`src/rtl/keypad_loader.sv`:
```
// keypad_loader
//   Digit-entry and load sequencer for the microwave cook timer. Collects
//   keypad digits into an M:SS entry buffer, validates the entry on Start,
//   serially loads the timer (mins, tens, ones on data/loadn), then enables
//   counting. Handles pause/resume/cancel and flags completion on zero.
//
// Parameters
//   DONE_CYCLES  cycles that done stays high after the timer reaches zero (>=1)
//
// Ports
//   clock        in   system clock, rising edge
//   clear        in   synchronous active-high reset
//   key_valid    in   one-cycle key strobe
//   key_code     in   0-9 digit, 10 Start, 11 Stop/Cancel, 12-15 ignored
//   door_closed  in   1 = door closed
//   zero         in   timer at 0:00
//   data         out  digit presented to the timer during load
//   loadn        out  active-low timer load
//   en           out  timer count enable
//   entry_mins/tens/ones  out  entry buffer for the display
//   cooking      out  high while running
//   done         out  high for DONE_CYCLES cycles after completion
//   err          out  one-cycle pulse on a rejected Start
module keypad_loader #(
  parameter int DONE_CYCLES = 3
) (
  input  logic       clock,
  input  logic       clear,
  input  logic       key_valid,
  input  logic [3:0] key_code,
  input  logic       door_closed,
  input  logic       zero,
  output logic [3:0] data,
  output logic       loadn,
  output logic       en,
  output logic [3:0] entry_mins,
  output logic [3:0] entry_tens,
  output logic [3:0] entry_ones,
  output logic       cooking,
  output logic       done,
  output logic       err
);

  localparam int CW = (DONE_CYCLES < 2) ? 1 : $clog2(DONE_CYCLES + 1);
  localparam logic [CW-1:0] DONE_LAST = CW'(DONE_CYCLES);

  typedef enum logic [2:0] {
    IDLE    = 3'd0,
    LOAD_M  = 3'd1,
    LOAD_T  = 3'd2,
    LOAD_O  = 3'd3,
    RUN     = 3'd4,
    PAUSED  = 3'd5,
    DONE_ST = 3'd6
  } state_t;

  state_t         state, state_nx;
  logic [CW-1:0]  cnt, cnt_nx;
  logic [3:0]     mins_nx, tens_nx, ones_nx;
  logic [3:0]     data_nx;
  logic           err_nx;
  logic           is_digit, is_start, is_stop;

  // A Start is accepted only for a non-zero entry with a legal tens-of-seconds
  // digit and the door shut.
  function automatic logic start_ok(input logic [3:0] m, input logic [3:0] t,
                                    input logic [3:0] o, input logic door);
    return door && (t <= 4'd5) && ({m, t, o} != 12'd0);
  endfunction

  assign is_digit = key_valid && (key_code <= 4'd9);
  assign is_start = key_valid && (key_code == 4'd10);
  assign is_stop  = key_valid && (key_code == 4'd11);

  always_comb begin
    state_nx = state;
    cnt_nx   = cnt;
    mins_nx  = entry_mins;
    tens_nx  = entry_tens;
    ones_nx  = entry_ones;
    err_nx   = 1'b0;
    case (state)
      IDLE: begin
        if (is_digit) begin
          mins_nx = entry_tens;
          tens_nx = entry_ones;
          ones_nx = key_code;
        end else if (is_start) begin
          if (start_ok(entry_mins, entry_tens, entry_ones, door_closed))
            state_nx = LOAD_M;
          else
            err_nx = 1'b1;
        end else if (is_stop) begin
          mins_nx = 4'd0;
          tens_nx = 4'd0;
          ones_nx = 4'd0;
        end
      end
      LOAD_M: state_nx = LOAD_T;
      LOAD_T: state_nx = LOAD_O;
      LOAD_O: state_nx = RUN;
      RUN: begin
        // zero outranks Stop and door-open; door-open outranks Start
        if (zero) begin
          state_nx = DONE_ST;
          cnt_nx   = CW'(1);
        end else if (is_stop || !door_closed) begin
          state_nx = PAUSED;
        end
      end
      PAUSED: begin
        if (is_start && door_closed) begin
          state_nx = RUN;
        end else if (is_stop) begin
          state_nx = IDLE;
          mins_nx  = 4'd0;
          tens_nx  = 4'd0;
          ones_nx  = 4'd0;
        end
      end
      DONE_ST: begin
        if (cnt == DONE_LAST) begin
          state_nx = IDLE;
          mins_nx  = 4'd0;
          tens_nx  = 4'd0;
          ones_nx  = 4'd0;
        end else begin
          cnt_nx = cnt + CW'(1);
        end
      end
      default: state_nx = IDLE;
    endcase

    // Entry is frozen throughout loading, so the current buffer is what goes out.
    case (state_nx)
      LOAD_M:  data_nx = entry_mins;
      LOAD_T:  data_nx = entry_tens;
      LOAD_O:  data_nx = entry_ones;
      default: data_nx = 4'd0;
    endcase
  end

  // Output register stage: every output is a flop fed from the next-state decode.
  always_ff @(posedge clock) begin
    if (clear) begin
      state      <= IDLE;
      cnt        <= '0;
      entry_mins <= 4'd0;
      entry_tens <= 4'd0;
      entry_ones <= 4'd0;
      data       <= 4'd0;
      loadn      <= 1'b1;
      en         <= 1'b0;
      cooking    <= 1'b0;
      done       <= 1'b0;
      err        <= 1'b0;
    end else begin
      state      <= state_nx;
      cnt        <= cnt_nx;
      entry_mins <= mins_nx;
      entry_tens <= tens_nx;
      entry_ones <= ones_nx;
      data       <= data_nx;
      loadn      <= !(state_nx == LOAD_M || state_nx == LOAD_T || state_nx == LOAD_O);
      en         <= (state_nx == RUN);
      cooking    <= (state_nx == RUN);
      done       <= (state_nx == DONE_ST);
      err        <= err_nx;
    end
  end

endmodule

```
`config.mk`:
```
export PLATFORM = sky130hd
export DESIGN_NAME = keypad_loader
export DESIGN_NICKNAME = d
export VERILOG_FILES = /design/src/rtl/keypad_loader.sv
export SDC_FILE = /design/constraint.sdc
export NUM_CORES = 1
export LEC_CHECK = 0
export CORE_UTILIZATION = 25
export CTS_CLUSTER_DIAMETER = 100
export DETAILED_ROUTE_END_ITERATION = 7
export PLACE_DENSITY = 0.55
export SETUP_SLACK_MARGIN = 0.4
export SYNTH_ARGS = -nofsm -noshare
export SYNTH_HDL_FRONTEND = slang
export SYNTH_SLANG_ARGS = --single-unit
```
`constraint.sdc`:
```
create_clock -name clock -period 4.1 [get_ports clock]
set_clock_uncertainty 0.2 [all_clocks]
set_input_delay 1.23 -clock clock [delete_from_list [all_inputs] [get_ports clock]]
set_output_delay 1.23 -clock clock [all_outputs]
set_load 0.02 [all_outputs]
```
# Word level (Yosys, flattened, before mapping)
# Index checks and enable logic that the tools add are counted.
# word_totals
reg_bits,25
elab_cells,82
out_inout_bits,21
in_bits,9
# op_classes
mux,30
reduce_logical,18
n_eq_ne,19
bitwise_logic,2
order_cmp,2
addsub,1
# op_table
op,n
4-bit 2-to-1 mux,13
4-bit case mux with 3 select lines,4
3-bit 2-to-1 mux,8
3-bit case mux with 7 select lines,1
"3-bit equality test, second input constant",5
"3-bit by 2-bit equality test with 1-bit output, second input constant",4
12-bit nonzero test,1
"4-bit equality test, second input constant",2
"2-bit inequality test, second input constant",4
"3-bit by 1-bit equality test with 1-bit output, second input constant",2
1-bit logical AND,6
"4-bit by 3-bit less-or-equal comparator with 1-bit output, second input constant",1
"4-bit less-or-equal comparator, second input constant",1
2-bit 2-to-1 mux,2
2-bit case mux with 2 select lines,1
4-bit AND reduction,1
4-bit OR reduction,1
3-bit zero test,1
1-bit logical OR,3
"3-bit inequality test, second input constant",1
3-bit AND reduction,1
3-bit nonzero test,1
"2-bit by 1-bit adder with 2-bit output, second input constant",1
"2-bit equality test, second input constant",1
other kinds (4),6

# Logic depth before layout (Yosys ltp)
# Gate-level depths: netlist (run 1).
# logic_depth
ltp_word,11
depth_mapped,6

# Least setup slack after synthesis (run 1)
# No wires, ideal clock.
# synth_timing
path_kind,input port to flip-flop
startpoint,input key_code[2]
endpoint,register entry_mins[2]
n_path_buf,1
cell_stages,5
t_arrival_ns,2.193
slack_ns,1.620
setup_time_ns,0.086
path_cell_list,nand4b_4 o311ai_2 o211ai_2 buf_6 a221oi_2
# synth_between
elab_chain_len,6
# synth_rtl
element,line_no,rtl
"start, declared",30,"input logic [3:0] key_code,"
4-bit equality test,73,assign is_stop = key_valid && (key_code == 4'd11);
1-bit logical AND,73,
4-bit 2-to-1 mux (2 in a row),--,
4-bit 2-to-1 mux,84,if (is_digit) begin
4-bit case mux with 3 select lines,82,case (state)
"end signal, assigned",160,entry_mins <= mins_nx;
"end, declared",36,"output logic [3:0] entry_mins,"
# Parallel ways exist; a longest one is shown, timed or not. The select of a mux whose other input is x is not followed.
# A chain may end at the register's enable or synchronous reset.

# Final worst setup path (run 1)
# layout_timing
startpoint,input key_code[3]
endpoint,register entry_mins[1]
# Same word-level chain as after synthesis.

==> results of run 1 <==
## layout make-up
| cell class | count | area share (%) |
|---|---|---|
| multi-input combinational | 110 | 44.9 |
| timing repair buffer | 33 | 17.5 |
| sequential | 25 | 27.4 |
| tap | 72 | 4.92 |
| clock buffer | 4 | 2.46 |
| inverter | 14 | 2.87 |
## critical path, stage by stage
cell             delay [ps]
clkdlybuf4s50_1         610
nand4b_4                180
o311ai_2                260
o211ai_2                390
a221oi_1                370
## final timing paths
| check | cells after the start | slack [ps] | endpoint |
|---|---|---|---|
| min | 1 | 280 | cnt[0] |
| min reg2reg | 1 | 280 | cnt[0] |
| max | 5 | 1030 | entry_mins[1] |
| max reg2reg | 3 | 1960 | entry_mins[1] |
## sequential cells by signal, summed over array words and instances, names as in the netlist
name	cells
loadn	1
cooking	1
state	3
entry_ones	4
entry_tens	4
done	1
data	4
entry_mins	4
err	1
cnt	2
## logic make-up after synthesis
kind of cell / Yosys count / share of synthesized area (%)
adder cells (fa/ha/maj): 1 / 0.863
buffers and inverters: 27 / 8.89
flip-flops: 25 / 34.5
AO/OA/AOI/OAI: 53 / 32.2
AND/OR/NAND/NOR: 56 / 23.6
## per-layer routing
layer | part of all wire [%] | track usage [%] | vias to the layer above
met3 | 6.0 | 2.44 | 6
met5 | 0 | 0 | -
li1 | - | - | 653
met2 | 45 | 18.0 | 55
met1 | 48 | 17.5 | 600
met4 | 1.2 | 4.44 | 0
## cell usage in the layout, fill, tap and decap left out, drive strengths merged, types with 2 or more instances in the layout
cell type      count
a22oi             15
a311oi             2
clkdlybuf4s50     29
or2                4
nor3               5
nand3              8
a211oi             3
a31oi              2
o21ai              3
nor2b              2
inv               14
nand2             16
a221oi            11
a21oi             10
buf                4
clkbuf             4
and3               3
nor4               2
nand2b             3
a32oi              2
dfxtp             25
nor2               5
## through the flow
step | utilization (%) | std cells
finish | 33.0 | 258
global route | 33.0 | 258
CTS | 33.0 | 258
detailed placement | 32.2 | 254
global placement | 32.2 | 254
floorplan | - | 162
## power by group through the flow
stage                     clock [mW]  combinational [mW]  sequential [mW]
after detailed placement           0               0.429            0.349
after floorplan                    0               0.372            0.325
after global placement             0               0.432            0.349
final                          0.148               0.430            0.344
after global routing           0.161               0.469            0.352
after CTS                      0.154               0.430            0.343
==> reports/qor.txt, run 1 <==
Status -> completed
Setup Buffers After CTS -> 0
FP Rows -> 27
Fin area -> 1830 um2
Share of cells above drive strength 1 -> 15.6%
Post-synth EDFFs -> 0
Pint -> 0.513 mW
Core area -> 5540 um2
Via count -> 1314
Count of cell types in the netlist -> 43
P_sw -> 0.409 mW
Post-DP HPWL -> 2.57 mm
H-tree Lvls -> 1
Number of CTS-inserted buffers -> 3
GP Congestion -> 0.756
Switch share -> 44.4%
Multi-input gate area -> 821 um2
Total die area -> 6110 um2
Post-Synthesis Cells -> 162
DRC -> 0
GR Util All Layers -> 12.3%
Crit share post-route -> 74.9%
Final hold vios -> 0
Minimum clock period -> 3070 ps
Root buf cell -> clkbuf_8
I/O Buffers -> 29
Die width -> 78.2 um
CP Class -> in2reg
Hold slack -> 284 ps
Pwr/cell area -> 504 nW/um2
Ant diodes -> 0
Drt pass-1 iters -> 4
Hold_sp -> cnt[0]
Post-layout power -> 0.922 mW
Synth warnings -> 0
Leak Pwr -> 0.600 nW
Sequential area share after synthesis -> 34.5%
Slew Limit Fails -> 0
Post-synth ARST share -> 0%
Max-cap violations -> 0
Largest net degree at the start of global routing -> 23
Part of the power in registers -> 37.3%
Top_reg_cell synth -> dfxtp_1
Yosys top cell by area -> dfxtp_1
RR Startpoint -> state[2]
Total wire length -> 3.61 mm
# clock sinks -> 25
Worst Max-Slew Pin Slew -> 817 ps
WL/cell -> 14.0 um
Arr. time, crit path -> 3050 ps
Setup ws final -> 1030 ps
Syn Area/Cell -> 8.95 um2
#FFs+latches synth -> 25
Vias in the first global route -> 1182
GRT overflow -> 0
Post-layout nets -> 197
Storage cell area -> 500 um2
Crit Path Max Fanout -> 12
CTS tree -> built
Io pins -> 30
WP data required -> 4080 ps
Crit path from -> key_code[3]
Initial Utilization -> 26.2%
Remaining antenna violation count -> 0
RSZ-0062 raised after global routing -> false
Clk pin slew, worst setup/hold paths -> 90 ps
Top-area cell type share of the netlist area -> 34.5%
Die height -> 78.2 um
Net Count, Synth -> 172
Placed Area -> 1780 um2
Hold crit path type -> reg2reg
Worst rel slew slack -> 45.4%
Maximum VDD drop -> 0.184 mV
Area Growth Syn to Fin -> 26.1%
Largest cells by area after synthesis -> dfxtp_1 35%, a221oi_2 9.3%, a22oi_1 7.8%
Filler instances -> 593
Critical path launch point type -> input port
CTS Hold Buffers Added -> 0
Peak Freq -> 326 MHz
Final setup fails -> 0
Critical Path Sink Type -> flop
Top-count cell post-synth -> dfxtp_1
CTS max path bufs -> 2
Setup TNS -> 0 ps
Initial antenna violation count -> 0
Pre-CTS setup slack -> 746 ps
Vias per std cell -> 5.09
Clock share of power -> 16.1%
Gate power share -> 46.6%
Initial DRC count -> 66
CTS-repair resized insts -> 0
Worst-skew pair later-pin latency -> 270 ps
Synth top cells by count -> 25 x dfxtp_1, 16 x nand2_1, 15 x a22oi_1
Synth Cell Area -> 1450 um2
First-pass GRT wire length -> 5.95 mm
Note: power is estimated with default switching activity, not from simulation.
==> run 2, diff against run 1 <==
==> constraint.sdc (replaced) <==
create_clock -name clock -period 2.9 [get_ports clock]
set_clock_uncertainty 0.2 [all_clocks]
set_input_delay 0.87 -clock clock [delete_from_list [all_inputs] [get_ports clock]]
set_output_delay 0.87 -clock clock [all_outputs]
set_load 0.02 [all_outputs]
==> run 2 against run 1 <==
Effect of this change: via count increased by 0.15%; core utilization increased by 1.6 points; die area stayed put; register-to-register slack worse by 1000 ps; first-iteration DRC count grew 45%; sequential share of layout area shrank 1.3 points; count of clock-buffer cells in the layout fell by 1; critical path type is now reg2out; critical endpoint is now entry_ones[0]; largest cell class unchanged; largest power group unchanged.
==> reports/qor.txt, run 2 (synthesis gave the netlist of run 1 again) <==
P_sw -> 0.605 mW
Via count -> 1316
Post-DP HPWL -> 2.69 mm
Crit path cell chain -> clkdlybuf4s50_1
CTS tree -> built
Total die area -> 6110 um2
Part of the power in registers -> 34.5%
Max-cap violations -> 0
GR Util All Layers -> 12.8%
CP peak stage delay -> 650 ps
Share of cells above drive strength 1 -> 19.2%
Min-Delay Path Depth -> 1
Setup TNS -> 0 ps
Commonest cells after routing, fill and taps aside -> 25 x dfxtp_1, 20 x clkdlybuf4s50_1, 16 x nand2_1
Crit-path slowest cell -> clkdlybuf4s50_1
Reg2reg end -> entry_ones[2]
GP Congestion -> 0.743
R2R Setup Slk -> 920 ps
Hold_sp -> cnt[0]
Commonest non-fill, non-tap cell in the layout -> dfxtp_1
Status -> completed
I/O Buffers -> 29
Initial DRC count -> 96
Clk pin slew, worst setup/hold paths -> 90 ps
CTS max path bufs -> 2
Final setup fails -> 0
Vias per std cell -> 4.97
Minimum clock period -> 2440 ps
WP data required -> 1830 ps
Die height -> 78.2 um
FP Rows -> 27
# clock sinks -> 25
Setup ws final -> 463 ps
Pwr/cell area -> 732 nW/um2
Largest net degree at the start of global routing -> 23
Hold crit path type -> reg2reg
WL/cell -> 14.0 um
Total wire length -> 3.71 mm
Ant diodes -> 0
CP Buf/Inv Count -> 1
Leak Pwr -> 0.743 nW
Vias in the first global route -> 1243
Clock share of power -> 15.1%
Number of CTS-inserted buffers -> 3
RR Startpoint -> state[1]
Crit Path Max Fanout -> 6
Final hold vios -> 0
Initial antenna violation count -> 0
Gate power share -> 50.4%
Worst rel slew slack -> 60.0%
Post-layout nets -> 204
Critical path launch point type -> flop
Arr. time, crit path -> 1370 ps
Slew Limit Fails -> 0
H-tree Lvls -> 1
Remaining antenna violation count -> 0
Switch share -> 43.0%
Critical Path Sink Type -> output pin
Worst r2r path cells -> 5
CP Class -> reg2out
CP delay by family, top -> buffers and inverters
Crit share post-route -> 84.0%
RSZ-0062 raised after global routing -> false
Final Util -> 34.6%
Root buf cell -> clkbuf_8
Hold endpoint -> cnt[0]
Maximum VDD drop -> 0.269 mV
Area Growth Syn to Fin -> 32.4%
Die width -> 78.2 um
Initial Utilization -> 26.2%
Io pins -> 30
Core area -> 5540 um2
Peak Freq -> 410 MHz
DRC -> 0
Pre-CTS setup slack -> 111 ps
Drt pass-1 iters -> 4
Filler instances -> 592
Worst Max-Slew Pin Slew -> 599 ps
Pint -> 0.801 mW
First-pass GRT wire length -> 6.30 mm
Worst-skew pair later-pin latency -> 280 ps
GRT overflow -> 0
## run 2: final cells by class
cell class | instances | area (um2) | area share (%)
clock inverters | 1 | 5.00 | 0.261
inverters | 14 | 52.6 | 2.74
multi-input cells | 110 | 821 | 42.8
repair buffers | 40 | 409 | 21.3
clock buffers | 3 | 41.3 | 2.15
flip-flops and latches | 25 | 500 | 26.1
well taps | 72 | 90.1 | 4.69
## run 2: worst max path at each step
stage                        from             to  slack, ps  depth (start not counted)
floorplan             key_code[2]  entry_mins[2]        780                          5
global placement        key_valid  entry_mins[1]        140                          6
detailed placement      key_valid  entry_ones[3]        110                          6
CTS                 entry_tens[1]  entry_tens[1]        400                          1
global route        entry_ones[0]  entry_ones[0]        410                          1
finish              entry_ones[0]  entry_ones[0]        460                          1
## run 2: stage by stage
step	cells	power [mW]	cell area, um2	hold slack [ps]
after global routing	265	1.50	1920	323
after CTS	263	1.41	1890	291
after floorplan	162	0.985	1450	250
final	265	1.41	1920	288
after global placement	259	1.20	1850	275
after detailed placement	259	1.20	1850	280
## run 2: metal layers
metal | vias to the layer above | track usage (%) | share of wire (%)
met4 | 0 | 3.33 | 0.97
li1 | 670 | - | -
met5 | - | 0 | 0
met3 | 4 | 1.98 | 4.4
met1 | 608 | 18.4 | 51
met2 | 34 | 19.7 | 43
## run 2: power groups by stage
stage	Clock (mW)	Combinational (mW)	Sequential (mW)
3_5_place_dp	0	0.709	0.491
5_1_grt	0.237	0.769	0.498
3_3_place_gp	0	0.710	0.491
6_report	0.213	0.709	0.485
2_1_floorplan	0	0.525	0.460
4_1_cts	0.219	0.711	0.483
## run 2: repair_timing
item,in CTS,in global routing
buffers inserted,0,2
resized for setup,3,6
hold buffers,0,0
pin swaps,0,1
setup endpoints to repair,2,15
endpoints found under the hold margin,0,0
cloned,0,0
